## src/rtl/spi_slave_ctrl.sv

```systemverilog
// SPI slave front end for a single-port RAM: assembles W-bit command words from MOSI
// and serialises RAM read data back out on MISO.
`timescale 1ns/1ps
module spi_slave_ctrl #(
  parameter int ADDR_SIZE = 8
) (
  input  logic                 clk,
  input  logic                 rst_n,
  input  logic                 SS_n,
  input  logic                 MOSI,
  output logic                 MISO,
  output logic [ADDR_SIZE+1:0] rx_data,
  output logic                 rx_valid,
  input  logic [ADDR_SIZE-1:0] tx_data,
  input  logic                 tx_valid
);

  localparam int W  = ADDR_SIZE + 2;
  localparam int CW = $clog2(W + 1);
  localparam int TW = $clog2(ADDR_SIZE + 1);

  typedef enum logic [2:0] {IDLE, CHK_CMD, WRITE, READ_ADD, READ_DATA} state_t;

  state_t                state, state_next;
  logic [W-1:0]          shift_reg;
  logic [W-1:0]          word_next;
  logic [CW-1:0]         bit_cnt;
  logic                  last_bit;
  logic                  word_done;
  logic                  tx_wait;
  logic                  rd_addr_seen;
  logic [ADDR_SIZE-1:0]  tx_shift;
  logic [TW-1:0]         tx_cnt;

  assign word_next = {shift_reg[W-2:0], MOSI};
  assign last_bit  = (bit_cnt == CW'(W - 1));

  always_ff @(posedge clk or negedge rst_n) begin
    if (!rst_n) state <= IDLE;
    else        state <= state_next;
  end

  always_comb begin
    state_next = state;
    case (state)
      IDLE:    if (!SS_n) state_next = CHK_CMD;
      CHK_CMD: begin
        if (SS_n)              state_next = IDLE;
        else if (!MOSI)        state_next = WRITE;
        else if (rd_addr_seen) state_next = READ_DATA;
        else                   state_next = READ_ADD;
      end
      default: if (SS_n) state_next = IDLE;
    endcase
  end

  // Once a word is complete the frame only services the read-data return path.
  always_ff @(posedge clk or negedge rst_n) begin
    if (!rst_n) begin
      shift_reg    <= '0;
      bit_cnt      <= '0;
      word_done    <= 1'b0;
      tx_wait      <= 1'b0;
      tx_shift     <= '0;
      tx_cnt       <= '0;
      rx_data      <= '0;
      rx_valid     <= 1'b0;
      rd_addr_seen <= 1'b0;
      MISO         <= 1'b0;
    end else begin
      rx_valid <= 1'b0;
      if (state != IDLE && SS_n) begin
        shift_reg <= '0;
        bit_cnt   <= '0;
        word_done <= 1'b0;
        tx_wait   <= 1'b0;
        tx_shift  <= '0;
        tx_cnt    <= '0;
        MISO      <= 1'b0;
      end else begin
        case (state)
          IDLE: MISO <= 1'b0;
          CHK_CMD: begin
            shift_reg <= word_next;
            bit_cnt   <= CW'(1);
          end
          WRITE, READ_ADD, READ_DATA: begin
            if (!word_done) begin
              shift_reg <= word_next;
              bit_cnt   <= bit_cnt + 1'b1;
              if (last_bit) begin
                rx_data   <= word_next;
                rx_valid  <= 1'b1;
                word_done <= 1'b1;
                if (state == READ_ADD) rd_addr_seen <= 1'b1;
                if (state == READ_DATA) begin
                  rd_addr_seen <= 1'b0;
                  tx_wait      <= 1'b1;
                end
              end
            end else if (tx_wait && tx_valid) begin
              tx_shift <= tx_data;
              tx_cnt   <= TW'(ADDR_SIZE);
              tx_wait  <= 1'b0;
            end else if (tx_cnt != '0) begin
              MISO     <= tx_shift[ADDR_SIZE-1];
              tx_shift <= {tx_shift[ADDR_SIZE-2:0], 1'b0};
              tx_cnt   <= tx_cnt - 1'b1;
            end else begin
              MISO <= 1'b0;
            end
          end
          default: MISO <= 1'b0;
        endcase
      end
    end
  end

endmodule

```

## config.mk

```make
export PLATFORM = sky130hd
export DESIGN_NAME = spi_slave_ctrl
export DESIGN_NICKNAME = d
export VERILOG_FILES = /design/src/rtl/spi_slave_ctrl.sv
export SDC_FILE = /design/constraint.sdc
export NUM_CORES = 1
export LEC_CHECK = 0
export ABC_AREA = 1
export BUFFER_PORTS_ARGS = -buffer_cell sky130_fd_sc_hd__buf_2
export CAP_MARGIN = 15
export CORE_ASPECT_RATIO = 1.2
export CORE_UTILIZATION = 35
export DETAILED_ROUTE_END_ITERATION = 16
export PLACE_DENSITY = 0.58
export REMOVE_ABC_BUFFERS = 1
export SLEW_MARGIN = 20
export SYNTH_ARGS = -nofsm -noshare
export SYNTH_HDL_FRONTEND = slang
export SYNTH_SLANG_ARGS = --single-unit
```

## constraint.sdc

```tcl
create_clock -name clk -period 2.1 [get_ports clk]
set_input_delay 0 -clock clk [delete_from_list [all_inputs] [get_ports clk]]
set_output_delay 0 -clock clk [all_outputs]
set_load 0.005 [all_outputs]
```

==> results of run 1 <==
[per-stage QoR]
stage / worst slack, ns / hold WS, ns / util / instance area, um^2
after floorplan: 0.490 / -0.296 / - / 2220
after global placement: 0.482 / -0.102 / 0.387 / 2480
after detailed placement: 0.467 / -0.104 / 0.387 / 2480
after CTS: 0.456 / 0.0154 / 0.405 / 2590
after global routing: 0.283 / 0.0258 / 0.405 / 2590
final: 0.457 / 0.0208 / 0.405 / 2590
[worst max-delay path, delay by kind of cell (launching register included)]
kind	cells	cell delay, ns
AND/OR/NAND/NOR	6	0.83
flip-flops	1	0.43
buffers and inverters	2	0.25
AO/OA/AOI/OAI	1	0.07
[final cells by class]
cell class / count / share of cell area
Inverter: 27 / 0.0391
Tap cell: 85 / 0.0410
Multi-Input combinational cell: 197 / 0.401
Sequential cell: 43 / 0.415
Timing Repair Buffer: 31 / 0.0685
Clock inverter: 3 / 0.00917
Clock buffer: 5 / 0.0265
[layout by cell type, fill, tap and decap left out, types with 10 or more instances in the layout]
cell type / netlist / layout
nand4_1: 13 / 13
nand2_2: 15 / 15
nor2_1: 24 / 24
buf_2: 3 / 24
nand3_1: 12 / 12
dfrtp_1: 43 / 43
inv_1: 25 / 25
o21ai_0: 14 / 14
o21ai_2: 10 / 10
nand2_1: 82 / 82
[kinds of logic after synthesis]
group | synth area share
simple gates | 0.322
buf+inv | 0.0909
fa+ha+maj | 0.0215
flops | 0.463
xor+xnor | 0.0113
compound gates | 0.0914
[metal layers]
| metal | track usage | up-vias |
|---|---|---|
| li1 | - | 934 |
| met1 | 0.175 | 825 |
| met2 | 0.239 | 28 |
| met3 | 0.0312 | 2 |
| met4 | 0.0288 | 0 |
| met5 | 0 | - |
[worst paths after layout]
path,start,to,slack (ns),cells after the start
max,state[2]$_DFFE_PN0P_,shift_reg[1]$_DFFE_PN0P_,0.46,9
min in group asynchronous,rst_n,tx_shift[1]$_DFFE_PN0P_,0.11,2
max in group asynchronous,rst_n,state[2]$_DFFE_PN0P_,1.43,3
max reg2reg,state[2]$_DFFE_PN0P_,shift_reg[1]$_DFFE_PN0P_,0.46,9
min reg2reg,tx_wait$_DFFE_PN0P_,tx_wait$_DFFE_PN0P_,0.48,2
min,MOSI,state[2]$_DFFE_PN0P_,0.02,3
[where the power goes]
part / switching (uW) / total, uW / internal [uW] / leakage, uW
Sequential: 80.4 / 1040 / 961 / 0.000586
Combinational: 503 / 779 / 276 / 0.000728
Clock: 304 / 542 / 238 / 0.0000408
[timing repair]
action | 4_1_cts | 5_1_grt
buffers inserted | 0 | 0
hold buffers | 2 | 0
endpoints found under the hold margin | 44 | 0
==> impl_metrics.json, run 1 <==
{
  "maxCapViolations": 0,
  "yosysSeqAreaShare": 0.463,
  "post_cts_resized": 0,
  "drt_iter0_drc": 54,
  "arrival_ns": 1.87,
  "drive_gt1_frac": 0.248,
  "finalClockSkew_ns": 0.00899,
  "cts.path.max_buffers": 2,
  "grt_pass1_vias": 1730,
  "grt_pass1_wl_um": 7800,
  "firstDrtPassIters": 4,
  "post-route-period-util": 0.782,
  "initial_core_util": 0.363,
  "path_cells": "inv_1, nand2_1, nor2_1, inv_1, nand2_4, nand2_4, nand2_4, nand2_1, o21ai_2",
  "dieArea_um2": 6980,
  "gp_congestion": 0.754,
  "worstMarginPinSlew_ns": 0.514,
  "maxSlewViolCount": 0,
  "critical_path.slowest_cell": "dfrtp_1",
  "fin_cells": 391,
  "numCtsBuffers": 5,
  "worst_hold_path_type": "primary input to flip-flop",
  "path_clk_slew_ns": 0.09,
  "syn_avg_cell_area_um2": 8.37,
  "overflow": 0,
  "placed_cells": 381,
  "synth_common_cells": "82 x nand2_1, 43 x dfrtp_1, 25 x inv_1",
  "ant_nets": 0,
  "setup_viol": 0,
  "p_leak_uw": 0.00135,
  "fillers": 691,
  "grtUsageTotal": 0.138,
  "worstSetupPathType": "flip-flop to flip-flop",
  "yosys_warnings": 0,
  "multi_input_area_um2": 1040,
  "antenna_found_initial": 0,
  "p_total_uw": 2360,
  "wirelength_met1_um": 2110,
  "synth_most_common_cell": "nand2_1",
  "setup.worst_path.start_class": "flip-flop",
  "ir_drop_mv": 0.544,
  "yosys-top-cells-area": "dfrtp_1 46%, nand2_1 13%, inv_1 4.0%, nand2_2 4.0%, nand2_4 3.9%",
  "area_growth_pct": 11.5,
  "die_w_um": 76.4,
  "port_buffers": 24,
  "yosys.area.top_type": "dfrtp_1",
  "endpoint_kind": "flip-flop",
  "hold_violations": 0,
  "worst_ep_required_time_ns": 2.33,
  "rsz0062_at_grt": "false",
  "ios": 25,
  "htreeDepth": 2,
  "status": "finished, final reports clean",
  "rows": 32,
  "ys_ff_latch": 43,
  "met2_length_um": 2140,
  "relSlewSlack": 0.657,
  "synthArstFlopShare": 1.00,
  "setup_tns_ns": 0,
  "core_um2": 6410,
  "yosysUniqueCellTypes": 26,
  "yosysTopAreaCellShare": 0.463,
  "cpMostUsedCell": "nand2_4",
  "synthCells": 278,
  "dp_hpwl_um": 3190,
  "synth_edf_count": 0,
  "wl_met3_um": 147,
  "final_nets": 322,
  "cts-root-buf": "clkbuf_8",
  "n_antenna_cell": 0,
  "fmaxAchievable_mhz": 609,
  "cts.sinks": 43,
  "cts_tree": "yes",
  "die_y_um": 91.3,
  "powerDensity_nw_per_um2": 911,
  "top_layer": "met4",
  "largest_reg_flops": 10,
  "seq_area_um2": 1080,
  "routed_wl_um": 4410,
  "min_period_ns": 1.64,
  "vias": 1789,
  "wire_per_inst_um": 11.3,
  "insertion_delay_ns": 0.30,
  "cpPeakStageDelay_ns": 0.43,
  "grt_max_degree": 24,
  "netlist_area_um2": 2330,
  "remaining_drc_errors": 0,
  "avgViaCountPerCell": 4.58,
  "cp_max_fo": 23,
  "yosys_most_used_dff": "dfrtp_1"
}
No activity file was read; power rests on OpenSTA's default activity.
==> inputs of run 2 (changes only) <==
- clock period: 2.1 -> 1.6 ns (I/O delays scaled with it)
==> run 2 against run 1 <==
  * Via count is 5.5% higher
  * Maximum frequency increased by 9.5%
  * Sequential power is 31% higher
  * Final area is 5.5% higher
  * Utilization rose by 2.2 points
  * Clock power grew 60%
  * First-iteration DRC count decreased by 19%
  * Die area stayed put
  * Sequential share of layout area fell by 2.1 points
  * Routed wire length is 11% higher
==> impl_metrics.json, run 2 (synthesized netlist as in run 1, its figures left out) <==
{
  "status": "finished, final reports clean",
  "area_growth_pct": 17.6,
  "setup.worst_path.start_class": "flip-flop",
  "grt_busiest_layer": "met2",
  "core_um2": 6410,
  "grt_pass1_wl_um": 8180,
  "rsz0062_at_grt": "true",
  "finalClockSkew_ns": 0.0134,
  "cts.sinks": 43,
  "use_met2": 0.260,
  "post-route-period-util": 0.938,
  "overflow": 0,
  "n_antenna_cell": 0,
  "largest_reg_flops": 10,
  "numCtsBuffers": 5,
  "arrival_ns": 1.67,
  "maxSlewViolCount": 0,
  "ant_nets": 0,
  "remaining_drc_errors": 0,
  "ios": 25,
  "fin_util": 0.427,
  "relSlewSlack": 0.649,
  "path_clk_slew_ns": 0.09,
  "cts-root-buf": "clkbuf_8",
  "stdcell_area_um2": 2740,
  "wire_per_inst_um": 12.2,
  "grtUsageTotal": 0.145,
  "die_w_um": 76.4,
  "setup_viol": 0,
  "fin_ws_ns": 0.0993,
  "antenna_found_initial": 0,
  "maxCapViolations": 0,
  "gr-usage-met3": 0.0281,
  "place_ws_ns": 0.00532,
  "vias": 1887,
  "insertion_delay_ns": 0.30,
  "critical_path.slowest_cell": "dfrtp_1",
  "p_sw_uw": 1230,
  "internal-power_uw": 2180,
  "fmaxAchievable_mhz": 666,
  "gp_congestion": 0.816,
  "holdWs_ns": 0.0217,
  "final_nets": 332,
  "cts.path.max_buffers": 2,
  "htreeDepth": 2,
  "layout_common_cells": "82 x nand2_1, 41 x dfrtp_1, 24 x buf_2",
  "cts_tree": "yes",
  "worst_ep_required_time_ns": 1.77,
  "worstMarginPinSlew_ns": 0.527,
  "dieArea_um2": 6980,
  "initial_core_util": 0.363,
  "grt_pass1_vias": 1814,
  "firstDrtPassIters": 4,
  "comb_power_share": 0.349,
  "powerDensity_nw_per_um2": 1250,
  "layout_commonest_cell": "nand2_1",
  "drt_iter0_drc": 44,
  "path_cells": "inv_2, ha_1, nand2_1, nor2_2, inv_2, nor2_2, nand3_2, buf_6, nand2_1, o21ai_0",
  "clkPwrFrac": 0.253,
  "global_route.usage.met1": 0.178,
  "drive_gt1_frac": 0.297,
  "power_switching_share": 0.360,
  "place_area_um2": 2550,
  "endpoint_kind": "flip-flop",
  "avgViaCountPerCell": 4.71,
  "worstSetupPathType": "flip-flop to flip-flop",
  "routed_wl_um": 4890,
  "min_period_ns": 1.50,
  "grt_max_degree": 26,
  "port_buffers": 24,
  "power_frac_seq": 0.398,
  "hold_violations": 0,
  "die_y_um": 91.3,
  "worst_hold_path_type": "primary input to flip-flop",
  "rows": 32,
  "setup_tns_ns": 0,
  "cp_max_fo": 11,
  "ir_drop_mv": 0.545,
  "dp_hpwl_um": 3410,
  "cpPeakStageDelay_ns": 0.39,
  "p_leak_uw": 0.00142
}
## run 2: cell type report
type / count / area (um^2)
Tap cell: 85 / 106
Fill cell: 660 / 3670
Inverter: 27 / 101
Timing Repair Buffer: 40 / 250
Clock buffer: 5 / 68.8
Sequential cell: 43 / 1080
Multi-Input combinational cell: 198 / 1080
Clock inverter: 3 / 46.3
## run 2: path summary, 6_finish.rpt
path | end | slack [ns] | depth (start not counted) | from
worst min register to register | tx_shift[0]$_DFFE_PN0P_ | 0.48 | 2 | tx_shift[0]$_DFFE_PN0P_
worst min-delay path | rx_data[0]$_DFFE_PN0P_ | 0.02 | 3 | MOSI
worst max-delay path | rx_data[8]$_DFFE_PN0P_ | 0.1 | 10 | bit_cnt[1]$_DFFE_PN0P_
worst max register to register | rx_data[8]$_DFFE_PN0P_ | 0.1 | 10 | bit_cnt[1]$_DFFE_PN0P_
max in group asynchronous | state[0]$_DFFE_PN0P_ | 0.81 | 3 | rst_n
min in group asynchronous | rd_addr_seen$_DFFE_PN0P_ | 0.21 | 2 | rst_n
## run 2: worst max-delay path: cells and delay by family (launching register included)
| kind | cells | cell delay (ns) |
|---|---|---|
| AND/OR/NAND/NOR | 5 | 0.48 |
| flip-flops | 1 | 0.39 |
| buffers and inverters | 3 | 0.29 |
| adder cells (fa/ha/maj) | 1 | 0.14 |
| AO/OA/AOI/OAI | 1 | 0.08 |
## run 2: power by group through the flow
stage	sequential [uW]	clock, uW	combinational [uW]
2_1_floorplan	1360	0	797
3_3_place_gp	1370	0	1130
3_5_place_dp	1380	0	1150
4_1_cts	1350	892	1170
5_1_grt	1380	939	1350
6_report	1360	865	1190
## run 2: per-stage QoR
step / power [uW] / instances
2_1_floorplan: 2160 / 267
3_3_place_gp: 2510 / 390
3_5_place_dp: 2520 / 390
4_1_cts: 3410 / 399
5_1_grt: 3670 / 401
6_report: 3410 / 401
## run 2: repair_timing
item                                    4_1_cts  5_1_grt
endpoints found under the hold margin        23        0
hold buffers                                  1        0
pin swaps                                     0        1
resized for setup                             1       14
buffers inserted                              0        0
cloned                                        0        2
endpoints found under the setup margin        3       36
## run 2: metal layers
metal / wire, um / part of all wire
met5: 0 / 0
met4: 33 / 0.0067
met3: 155 / 0.032
met2: 2480 / 0.51
met1: 2230 / 0.46
==> inputs of run 3 (changes only) <==
- MAX_ROUTING_LAYER: unset -> met4
==> run 3 against run 2 <==
  * Flip-flop and latch count stayed put
  * First-iteration DRC count stayed put
  * Sequential power hardly changed
  * Register-to-register slack hardly changed
==> impl_metrics.json, run 3 (synthesized netlist as in run 1, its figures left out) <==
{
  "dp_hpwl_um": 3410,
  "rows": 32,
  "setup_viol": 0,
  "core_um2": 6410,
  "routed_wl_um": 4890,
  "post-route-period-util": 0.938,
  "multi_input_area_um2": 1080,
  "power_switching_share": 0.360,
  "layout_commonest_cell": "nand2_1",
  "die_w_um": 76.4,
  "p_leak_uw": 0.00142,
  "status": "finished, final reports clean",
  "setup_tns_ns": 0,
  "antenna_found_initial": 0,
  "rsz0062_at_grt": "true",
  "placed_cells": 390,
  "internal-power_uw": 2180,
  "post_cts_buffers": 0,
  "wire_per_inst_um": 12.2,
  "setup.worst_path.start_class": "flip-flop",
  "grt_pass1_wl_um": 8180,
  "finalClockSkew_ns": 0.0134,
  "p_sw_uw": 1230,
  "fillers": 660,
  "grt_max_degree": 26,
  "vias": 1887,
  "remaining_drc_errors": 0,
  "insertion_delay_ns": 0.30,
  "avgViaCountPerCell": 4.71,
  "ios": 25,
  "firstDrtPassIters": 4,
  "grtUsageTotal": 0.149,
  "worstSetupPathType": "flip-flop to flip-flop",
  "power_frac_seq": 0.398,
  "fmaxAchievable_mhz": 666,
  "worst_hold_path_type": "primary input to flip-flop",
  "hold-path-endpoint": "rx_data[0]$_DFFE_PN0P_",
  "cts.sinks": 43,
  "cp_max_fo": 11,
  "powerDensity_nw_per_um2": 1250,
  "initial_core_util": 0.363,
  "area_growth_pct": 17.6,
  "maxSlewViolCount": 0,
  "cts.path.max_buffers": 2,
  "drt_iter0_drc": 44,
  "r2r-start": "bit_cnt[1]$_DFFE_PN0P_",
  "numCtsBuffers": 5,
  "r2r_cells": 10,
  "ir_drop_mv": 0.545,
  "r2r-end": "rx_data[8]$_DFFE_PN0P_",
  "drive_gt1_frac": 0.297,
  "clkPwrFrac": 0.253,
  "path_clk_slew_ns": 0.09,
  "maxCapViolations": 0,
  "hp-start": "MOSI",
  "endpoint_kind": "flip-flop",
  "grt_pass1_vias": 1812,
  "layout_common_cells": "82 x nand2_1, 41 x dfrtp_1, 24 x buf_2",
  "final_nets": 332,
  "cts_tree": "yes",
  "largest_reg_flops": 10,
  "worst_ep_required_time_ns": 1.77,
  "hold_violations": 0,
  "comb_power_share": 0.349,
  "stdcell_area_um2": 2740,
  "seq_area_um2": 1080,
  "cts-root-buf": "clkbuf_8",
  "ant_nets": 0,
  "htreeDepth": 2,
  "gp_congestion": 0.828,
  "hold_depth": 3,
  "n_antenna_cell": 0,
  "arrival_ns": 1.67,
  "r2r_slack_ns": 0.1,
  "relSlewSlack": 0.649,
  "min_period_ns": 1.50,
  "dieArea_um2": 6980,
  "port_buffers": 24,
  "die_y_um": 91.3,
  "fin_cells": 401,
  "worstMarginPinSlew_ns": 0.527,
  "overflow": 0,
  "place_area_um2": 2550
}
[run 3: power groups by stage]
| stage | sequential (uW) | combinational (uW) | clock, uW |
|---|---|---|---|
| floorplan | 1360 | 797 | 0 |
| CTS | 1350 | 1170 | 892 |
| detailed placement | 1380 | 1150 | 0 |
| finish | 1360 | 1190 | 865 |
| global route | 1380 | 1350 | 939 |
| global placement | 1370 | 1130 | 0 |
[run 3: layer usage]
layer  vias to the layer above  global-route usage  part of all wire
met5                         -                   -                 0
met4                         0              0.0321            0.0067
met3                         6              0.0281             0.032
met2                        34               0.260              0.51
met1                       888               0.178              0.46
li1                        959                   -                 -
[run 3: layout make-up]
type / count / share of cell area
Tap cell: 85 / 0.0389
Multi-Input combinational cell: 198 / 0.396
Inverter: 27 / 0.0370
Clock buffer: 5 / 0.0251
Sequential cell: 43 / 0.394
Clock inverter: 3 / 0.0169
Timing Repair Buffer: 40 / 0.0914
[run 3: worst max-delay path: stages, from the launching register on]
cell and delay (ns):
dfrtp_1 0.39, inv_2 0.07, ha_1 0.14, nand2_1 0.06
nor2_2 0.12, inv_2 0.05, nor2_2 0.12, nand3_2 0.13
buf_6 0.17, nand2_1 0.05, o21ai_0 0.08
[run 3: repair_timing]
item | in CTS | in global routing
pin swaps | 0 | 1
resized for setup | 1 | 14
hold buffers | 1 | 0
endpoints found under the setup margin | 3 | 36
cloned | 0 | 2
endpoints found under the hold margin | 23 | 0
[run 3: worst max path at each step]
stage	from	depth (start not counted)	endpoint
2_1_floorplan	bit_cnt[1]$_DFFE_PN0P_	9	rx_data[0]$_DFFE_PN0P_
3_3_place_gp	state[1]$_DFFE_PN0P_	8	shift_reg[0]$_DFFE_PN0P_
3_5_place_dp	state[1]$_DFFE_PN0P_	8	bit_cnt[1]$_DFFE_PN0P_
4_1_cts	state[1]$_DFFE_PN0P_	8	tx_shift[1]$_DFFE_PN0P_
5_1_grt	bit_cnt[1]$_DFFE_PN0P_	10	rx_data[8]$_DFFE_PN0P_
6_report	bit_cnt[1]$_DFFE_PN0P_	10	rx_data[8]$_DFFE_PN0P_
[run 3: through the flow]
stage	utilization	setup slack, ns	total power [uW]	hold slack, ns
CTS	0.419	0.0505	3410	0.00677
detailed placement	0.398	0.00532	2520	0.0168
global route	0.427	-0.0381	3670	0.0369
floorplan	-	-0.00960	2160	-0.296
global placement	0.398	0.0151	2510	0.0262
finish	0.427	0.0993	3410	0.0217
